[src/rtl/conv_sa_accum_pkg.sv]
// Shared widths, state type and helpers for the systolic conv column accumulator.
package conv_sa_accum_pkg;

   localparam int unsigned conv16_width = 16;
   localparam int unsigned DATA_W       = 2 * conv16_width;
   localparam int unsigned N_COL        = 14;
   localparam int unsigned ACC_W        = DATA_W + 4;
   localparam int unsigned IDX_W        = 4;

   typedef enum logic [1:0] {
      IDLE  = 2'd0,
      ACCUM = 2'd1,
      DRAIN = 2'd2
   } state_e;

   // Sign-extend a column sum or bias to accumulator width
   function automatic logic signed [ACC_W-1:0] sext(input logic signed [DATA_W-1:0] v);
      return {{(ACC_W-DATA_W){v[DATA_W-1]}}, v};
   endfunction

endpackage

[src/rtl/conv_sat_relu.sv]
// Saturates an accumulator to result width, then optionally clamps negatives to zero.
module conv_sat_relu
   import conv_sa_accum_pkg::*;
(
   input  logic signed [ACC_W-1:0]  acc_i,
   input  logic                     relu_i,
   output logic signed [DATA_W-1:0] sat_c_o
);

   logic [ACC_W-DATA_W:0] top_bits_c;

   always_comb begin
      top_bits_c = acc_i[ACC_W-1:DATA_W-1];
      if ((top_bits_c == '0) || (top_bits_c == '1)) begin
         sat_c_o = acc_i[DATA_W-1:0];
      end else if (acc_i[ACC_W-1]) begin
         sat_c_o = {1'b1, {(DATA_W-1){1'b0}}};
      end else begin
         sat_c_o = {1'b0, {(DATA_W-1){1'b1}}};
      end
      if (relu_i && sat_c_o[DATA_W-1]) begin
         sat_c_o = '0;
      end
   end

endmodule

[src/rtl/conv_sa_accum.sv]
// Accumulates 14 conv-core column sums over input channels and drains
// saturated (optionally ReLU'd) results one column per handshake.
module conv_sa_accum
   import conv_sa_accum_pkg::*;
(
   input  logic                     clk,
   input  logic                     rstn,
   input  logic                     en,
   input  logic                     i_sum_vld,
   input  logic signed [DATA_W-1:0] i_sum1,
   input  logic signed [DATA_W-1:0] i_sum2,
   input  logic signed [DATA_W-1:0] i_sum3,
   input  logic signed [DATA_W-1:0] i_sum4,
   input  logic signed [DATA_W-1:0] i_sum5,
   input  logic signed [DATA_W-1:0] i_sum6,
   input  logic signed [DATA_W-1:0] i_sum7,
   input  logic signed [DATA_W-1:0] i_sum8,
   input  logic signed [DATA_W-1:0] i_sum9,
   input  logic signed [DATA_W-1:0] i_sum10,
   input  logic signed [DATA_W-1:0] i_sum11,
   input  logic signed [DATA_W-1:0] i_sum12,
   input  logic signed [DATA_W-1:0] i_sum13,
   input  logic signed [DATA_W-1:0] i_sum14,
   input  logic                     i_first,
   input  logic                     i_last,
   input  logic signed [DATA_W-1:0] i_bias,
   input  logic                     i_relu_en,
   output logic signed [DATA_W-1:0] o_data,
   output logic [IDX_W-1:0]         o_idx,
   output logic                     o_valid,
   input  logic                     i_ready,
   output logic                     o_busy,
   output logic                     o_err
);

   state_e                    state_q, state_d;
   logic signed [ACC_W-1:0]   acc_q [N_COL];
   logic signed [ACC_W-1:0]   acc_d [N_COL];
   logic signed [DATA_W-1:0]  sum_c [N_COL];
   logic [IDX_W-1:0]          idx_q, idx_d;
   logic                      relu_q, relu_d;
   logic                      valid_q, valid_d;
   logic                      busy_q, busy_d;
   logic                      err_q, err_d;
   logic signed [DATA_W-1:0]  data_q, data_d;
   logic signed [ACC_W-1:0]   sel_acc_c;
   logic signed [DATA_W-1:0]  sat_c;
   logic                      beat_c, hs_c;

   always_comb begin
      sum_c[0]  = i_sum1;   sum_c[1]  = i_sum2;   sum_c[2]  = i_sum3;
      sum_c[3]  = i_sum4;   sum_c[4]  = i_sum5;   sum_c[5]  = i_sum6;
      sum_c[6]  = i_sum7;   sum_c[7]  = i_sum8;   sum_c[8]  = i_sum9;
      sum_c[9]  = i_sum10;  sum_c[10] = i_sum11;  sum_c[11] = i_sum12;
      sum_c[12] = i_sum13;  sum_c[13] = i_sum14;
   end

   // Next-state: accept beats outside DRAIN, step the drain index on handshakes
   always_comb begin
      state_d = state_q;
      acc_d   = acc_q;
      idx_d   = idx_q;
      relu_d  = relu_q;
      valid_d = valid_q;
      err_d   = err_q;
      beat_c  = en && i_sum_vld && (state_q != DRAIN);
      hs_c    = en && valid_q && i_ready;

      if (en && i_sum_vld && (state_q == DRAIN)) begin
         err_d = 1'b1;
      end

      if (beat_c) begin
         for (int unsigned k = 0; k < N_COL; k++) begin
            acc_d[k] = (i_first ? sext(i_bias) : acc_q[k]) + sext(sum_c[k]);
         end
         if (i_last) begin
            state_d = DRAIN;
            relu_d  = i_relu_en;
            idx_d   = '0;
            valid_d = 1'b1;
         end else begin
            state_d = ACCUM;
         end
      end

      if (hs_c) begin
         if (idx_q == IDX_W'(N_COL - 1)) begin
            state_d = IDLE;
            valid_d = 1'b0;
            idx_d   = '0;
            for (int unsigned k = 0; k < N_COL; k++) begin
               acc_d[k] = '0;
            end
         end else begin
            idx_d = IDX_W'(idx_q + IDX_W'(1));
         end
      end
   end

   // Result is computed from the next-cycle column so it lines up with o_idx
   assign sel_acc_c = acc_d[idx_d];

   conv_sat_relu u_sat_relu (
      .acc_i   (sel_acc_c),
      .relu_i  (relu_d),
      .sat_c_o (sat_c)
   );

   always_comb begin
      busy_d = (state_d == DRAIN);
      data_d = (en && (state_d == DRAIN)) ? sat_c : data_q;
   end

   always_ff @(posedge clk or negedge rstn) begin
      if (!rstn) begin
         state_q <= IDLE;
         for (int unsigned k = 0; k < N_COL; k++) begin
            acc_q[k] <= '0;
         end
         idx_q   <= '0;
         relu_q  <= 1'b0;
         valid_q <= 1'b0;
         busy_q  <= 1'b0;
         err_q   <= 1'b0;
         data_q  <= '0;
      end else begin
         state_q <= state_d;
         acc_q   <= acc_d;
         idx_q   <= idx_d;
         relu_q  <= relu_d;
         valid_q <= valid_d;
         busy_q  <= busy_d;
         err_q   <= err_d;
         data_q  <= data_d;
      end
   end

   assign o_data  = data_q;
   assign o_idx   = idx_q;
   assign o_valid = valid_q;
   assign o_busy  = busy_q;
   assign o_err   = err_q;

endmodule

[config.mk]
export PLATFORM = sky130hd
export DESIGN_NAME = conv_sa_accum
export DESIGN_NICKNAME = d
export VERILOG_FILES = /design/src/rtl/conv_sa_accum_pkg.sv /design/src/rtl/conv_sat_relu.sv /design/src/rtl/conv_sa_accum.sv
export SDC_FILE = /design/constraint.sdc
export NUM_CORES = 2
export LEC_CHECK = 0
export CORE_ASPECT_RATIO = 1.75
export CORE_UTILIZATION = 40
export DETAILED_ROUTE_END_ITERATION = 7
export GPL_ROUTABILITY_DRIVEN = 0
export PLACE_DENSITY_LB_ADDON = 0.05
export SLEW_MARGIN = 20
export SYNTH_ARGS = -nofsm -noshare
export SYNTH_HDL_FRONTEND = slang
export SYNTH_SLANG_ARGS = --single-unit
[constraint.sdc]
create_clock -name clk -period 5.9 [get_ports clk]
set_input_delay 1.18 -clock clk [delete_from_list [all_inputs] [get_ports clk]]
set_output_delay 1.18 -clock clk [all_outputs]
set_load 0.02 [all_outputs]
# [After elaboration in Yosys (flattened, before gate mapping)]
# Cells that the tools add are included.
[op_classes] eq_ne=5 addsub=15 muxes=37 n_bitwise=1 reduce_logical=9 magnitude_cmp=1
[ops] cell="two-way mux 504 bit" n=3
[ops] cell="two-way mux 36 bit" n=16
[ops] cell="adder 36 x 32 -> 36 bit" n=14
[ops] cell="binary-select mux 36 bit (select 4 bit)" n=1
[ops] cell="two-way mux 32 bit" n=3
[ops] cell="two-way mux 4 bit" n=4
[ops] cell="two-way mux 2 bit" n=4
[ops] cell="logical AND 1 bit" n=7
[ops] cell="two-way mux 1 bit" n=6
[ops] cell="equality test 5 bit, second input constant" n=1
[ops] cell="greater-or-equal comparator 5 bit, second input constant" n=1
[ops] cell="zero test 5 bit" n=1
[ops] cell="inverter 4 -> 5 bit" n=1
[ops] cell="adder 4 x 1 -> 4 bit, second input constant" n=1
[ops] cell="equality test 2 bit, second input constant" n=2
[ops] cell="equality test 4 bit, second input constant" n=1
[ops] cell="inequality test 2 bit, second input constant" n=1
[ops] cell="logical OR 1 bit" n=1
[totals] out_inout_bits=39 ff_bits=546

# [Longest topological paths before layout]
[logic_depth] depth_word=13 depth_mapped=25

# [By module]
# From an unflattened synthesis, not the netlist that was laid out.
[unflattened] hier_cells=7990 hier_area_um2=58603.7
[by_module_without_submodules] module="conv_sa_accum" area_per_inst_um2=58287.2 instances=1 cells_per_inst=7948
[by_module_without_submodules] module="conv_sat_relu" area_per_inst_um2=316.6 instances=1 cells_per_inst=42

# [Worst setup path before layout]
# Ideal clock, no wire load.
[synth_path] kind="input port to flip-flop" start="in i_first" end="reg data_q[15], in the netlist o_data[15]" t_required_ns=5.774 t_arrival_ns=6.083 path_buffers=6 setup_ns=0.126 cell_stages=25 path_slack_ns=-0.310 path_cell_list="clkbuf_1 -> clkbuf_1 -> clkbuf_1 -> nand2_1 -> clkbuf_1 -> o21ai_0 -> ha_1 -> inv_1 -> fa_1 -> nand2b_1 -> a21oi_1 -> o21ai_1 -> a31o_2 -> o311a_1 -> o21bai_1 -> a21oi_1 -> xnor2_1 -> a311oi_1 -> a311oi_1 -> or2_0 -> o31a_1 -> nor2b_4 -> buf_6 -> buf_6 -> a221o_1"
[synth_via] elab_chain_cells=13 elab_cells_between_ends=41 cone_classes="14 x add/sub; 1 x eq/ne; 23 x mux; 3 x reduce/logical"
[synth_rtl] item="start: declaration" line="conv_sa_accum.sv:24" source="input logic i_first,"
[synth_rtl] item="two-way mux 36 bit" line="conv_sa_accum.sv:75" source="acc_d[k] = (i_first ? sext(i_bias) : acc_q[k]) + sext(sum_c[k]);"
[synth_rtl] item="adder 36 x 32 -> 36 bit" line="conv_sa_accum.sv:75"
[synth_rtl] item="two-way mux 504 bit *" line="conv_sa_accum.sv:73" source="if (beat_c) begin"
[synth_rtl] item="two-way mux 504 bit" line="conv_sa_accum.sv:88" source="if (idx_q == IDX_W'(N_COL - 1)) begin"
[synth_rtl] item="two-way mux 504 bit *" line="conv_sa_accum.sv:87" source="if (hs_c) begin"
[synth_rtl] item="binary-select mux 36 bit (select 4 bit) *" line="conv_sa_accum.sv:102" source="assign sel_acc_c = acc_d[idx_d];"
[synth_rtl] item="two-way mux 36 bit (implied by the code) * (2 in a row)" line="conv_sa_accum.sv:102"
[synth_rtl] item="equality test 5 bit or zero test 5 bit (tied branches)" line="conv_sat_relu.sv:14" source="if ((top_bits_c == '0) || (top_bits_c == '1)) begin"
[synth_rtl] item="logical OR 1 bit" line="conv_sat_relu.sv:14"
[synth_rtl] item="two-way mux 32 bit *" line="conv_sat_relu.sv:14"
[synth_rtl] item="logical AND 1 bit" line="conv_sat_relu.sv:21" source="if (relu_i && sat_c_o[DATA_W-1]) begin"
[synth_rtl] item="two-way mux 32 bit *" line="conv_sat_relu.sv:21"
[synth_rtl] item="end signal: assignment" line="conv_sa_accum.sv:135" source="data_q <= data_d;"
[synth_rtl] item="end: declaration" line="conv_sa_accum.sv:45" source="logic signed [DATA_W-1:0] data_q, data_d;"
# Every way passes the cells marked *; elsewhere a longest branch is shown, timed or not. The select of a mux whose other input is x is not followed.
# A chain may end at the register's enable or synchronous reset.

# [Worst setup path in the final report]
[layout_path] start="in i_bias[0]" end="reg data_q[2], in the netlist o_data[2]"
[layout_via] elab_chain_cells=13 elab_cells_between_ends=41 cone_classes="14 x add/sub; 1 x eq/ne; 23 x mux; 3 x reduce/logical"
[layout_rtl] item="start: declaration" line="conv_sa_accum.sv:26" source="input logic signed [DATA_W-1:0] i_bias,"
[layout_rtl] item="two-way mux 36 bit" line="conv_sa_accum.sv:75"
[layout_rtl] item="adder 36 x 32 -> 36 bit" line="conv_sa_accum.sv:75"
[layout_rtl] item="two-way mux 504 bit *" line="conv_sa_accum.sv:73"
[layout_rtl] item="two-way mux 504 bit" line="conv_sa_accum.sv:88"
[layout_rtl] item="two-way mux 504 bit *" line="conv_sa_accum.sv:87"
[layout_rtl] item="binary-select mux 36 bit (select 4 bit) *" line="conv_sa_accum.sv:102"
[layout_rtl] item="two-way mux 36 bit (implied by the code) * (2 in a row)" line="conv_sa_accum.sv:102"
[layout_rtl] item="equality test 5 bit or zero test 5 bit (tied branches)" line="conv_sat_relu.sv:14"
[layout_rtl] item="logical OR 1 bit" line="conv_sat_relu.sv:14"
[layout_rtl] item="two-way mux 32 bit *" line="conv_sat_relu.sv:14"
[layout_rtl] item="logical AND 1 bit" line="conv_sat_relu.sv:21"
[layout_rtl] item="two-way mux 32 bit *" line="conv_sat_relu.sv:21"
# Marks and branches as above.

==> results.tsv <==
metric	value	unit
async_flop_share	100	%
antenna_found_initial	2	
vias	69864	
worst_setup_path_start_kind	input port	
cts.sinks	546	
worstMarginPinSlew	1170	ps
drt_iter0_markers	6755	
grt_pass1_vias	67350	
synth_cells	7917	
n_fill_cell	13807	
synth.area.top_cells	dfrtp_1, ha_1, a21oi_1	
violations	design-rule violations	
grt_start_max_net_pins	126	
maxCapViolations	0	
design.core.area	0.142	mm2
die_x	288	um
cts-root-buf	clkbuf_16	
cts_buffers	69	
endpoint_kind	flip-flop	
fp.dieArea	0.144	mm2
ys_seq_area_share	23.9	%
start_util	40.2	%
final_nets	10762	
drt-wirelength-per-cell	25.5	um
seqCellArea	0.0137	mm2
cp_max_fo	14	
die_y	502	um
required	6470	ps
whs	391	ps
finalHoldViolCount	0	
ys_ff_latch	546	
crit_top_cell	buf_4	
vias_per_cell	5.98	
synth.top_cell.area_share	23.9	%
grt_pass1_wl	428000	um
vdd_drop_max	0.294	mV
cts_hold_buffers	0	
post-synth-top-count-cell	nand2_1	
multi_input_area	0.0400	mm2
critPathArrivalTime	6450	ps
h-tree-depth	3	
grt.total_usage	40.1	%
p_leak	0.0377	uW
fmax	0.170	GHz
fin_skew	30.7	ps
hpwl	232000	um
firstDrtPassIters	8	
syn-cell-area	0.0571	mm2
yosys_warnings	0	
antenna_left	0	
drc	188	
fin_crit	5870	ps
synth-edff-count	0	
finalWirelength	297000	um
critPathKind	in2reg	
reg2reg_from	acc_q[144]$_DFF_PN0_	
yosysUniqueCellTypes	98	
cpMaxStageDelayCell	a211oi_4	
slew-limit-headroom	21.9	%
finalPower	32300	uW
gr-total-overflow	0	
synth_common_cells	nand2_1, a21oi_1, o21ai_0	
status	complete, but fails checks	
avgSynthCellArea	7.22	um2
finalMaxSlewViolations	0	
design.portCount	527	
period_share	99.5	%
synthFlopType	dfrtp_1	
syn-num-nets	8909	
insertion_delay	720	ps
yosys.area.top_type	dfrtp_1	
clkTransAtPathRegs	60	ps
drive_gt1_share	20.3	%
hp-class	in2async	
startpoint	i_bias[0]	
clock_path_buffers	3	
p_per_area	406	mW/mm2
slowest_delay	470	ps
io_buffers	526	
rows	183	
tritoncts	done	
setup_viol_count_final	0	
flow.area_growth_from_synthesis	39.3	%
==> report_power, final <==
part	leakage [uW]	switching [uW]	total [uW]	internal, uW
Clock	0.00111	1990	4480	2490
Combinational	0.0300	12000	21300	9300
Sequential	0.00664	1030	6460	5430
Total	0.0377	15100	32300	17200
==> final timing paths <==
path                            depth (start not counted)  slack [ps]               endpoint
min in group clk                                        1         470      o_err$_DFFE_PN0P_
worst max register to register                         23         770  o_data[2]$_DFFE_PN0P_
worst min register to register                          1         470      o_err$_DFFE_PN0P_
max in group asynchronous                               2        4260    acc_q[54]$_DFF_PN0_
worst max-delay path                                   25          30  o_data[2]$_DFFE_PN0P_
worst min-delay path                                    1         390   acc_q[460]$_DFF_PN0_
==> logic make-up after synthesis <==
logic type | count (synthesis) | synth area share (%)
multiplexers | 62 | 1.11
flip-flops | 546 | 23.9
AND/OR/NAND/NOR | 2407 | 18.7
adder cells (fa/ha/maj) | 504 | 11.2
AO/OA/AOI/OAI | 2946 | 31.8
XOR/XNOR | 408 | 6.27
buffers and inverters | 1044 | 7.00
==> registers in the layout (all words and copies together) (netlist names) <==
| name | count |
|---|---|
| relu_q | 1 |
| o_err | 1 |
| state_q | 2 |
| o_valid | 1 |
| o_busy | 1 |
| o_idx | 4 |
| acc_q | 504 |
| o_data | 32 |
==> per-stage QoR <==
| step | utilization [%] | std cells | TNS [ps] | setup WS [ps] | cell area, um2 |
|---|---|---|---|---|---|
| 2_1_floorplan | - | 7917 | 0 | 16.9 | 57100 |
| 3_3_place_gp | 54.0 | 11538 | -44740 | -1510 | 76700 |
| 3_5_place_dp | 54.0 | 11538 | -35260 | -1210 | 76700 |
| 4_1_cts | 55.7 | 11665 | 0 | 12.6 | 79100 |
| 5_1_grt | 56.0 | 11673 | -1070 | -58.1 | 79500 |
| 6_report | 56.0 | 11675 | 0 | 28.0 | 79600 |
==> layer usage <==
metal	vias to the layer above	share of wire, %	global-route usage, %	wire length (um)
met1	33181	38	48.9	113000
met4	0	10	33.1	29600
met3	991	8.8	6.58	26000
met5	-	0	0	0
met2	3684	43	61.7	129000
li1	32008	-	-	-
==> worst max-delay path: cells and delay by family <==
| family | cells | cell delay (ps) |
|---|---|---|
| compound gates | 11 | 2530 |
| fa+ha+maj | 2 | 610 |
| buf+inv | 7 | 1350 |
| simple gates | 5 | 740 |
==> placed cells by master, fill, tap and decap left out, types with 21 or more instances in the layout <==
master           netlist  routed
and4_1                21      21
buf_12                 0      76
inv_1                573     571
nor3_1               107     107
a311oi_1              36      35
nor2_1               469     465
a21oi_1              952     932
xor2_1               153     151
nand3_1              155     155
mux2i_1               53      53
nand2_1             1226    1221
clkdlybuf4s50_1        0     524
o211ai_1              84      84
a211oi_1             156     145
nor2b_1               36      36
buf_4                  0    1647
o22ai_1               56      56
and3_1                74      74
a31oi_1              100      98
xnor2_1              254     253
nand2b_1              73      72
o21ai_1               15      21
a221oi_1              40      38
nand4_1               69      69
o21a_1                77      75
o31ai_1               37      35
a21o_1               234     233
and2_1                55      52
or3_1                 38      38
dfrtp_1              546     546
o21bai_1              56      54
ha_1                 490     489
a221o_1               40      40
o21ai_0              790     780
clkbuf_16              0      72
==> final cells by class <==
type | instances | share of cell area, %
Inverter | 575 | 2.72
Antenna cell | 3 | 0.00944
Timing Repair Buffer | 2250 | 24.1
Clock inverter | 24 | 0.248
Clock buffer | 99 | 2.56
Multi-Input combinational cell | 6328 | 50.3
Sequential cell | 546 | 17.2
Tap cell | 1850 | 2.91
==> what timing repair did <==
action / 4_1_cts / 5_1_grt
endpoints found under the setup margin: 28 / 31
gates resized for setup: 10 / 96
pin swaps: 1 / 19
cloned: 1 / 0
hold endpoints to repair: 0 / 0
buffers inserted: 3 / 7
(Power assumes the default switching activity.)
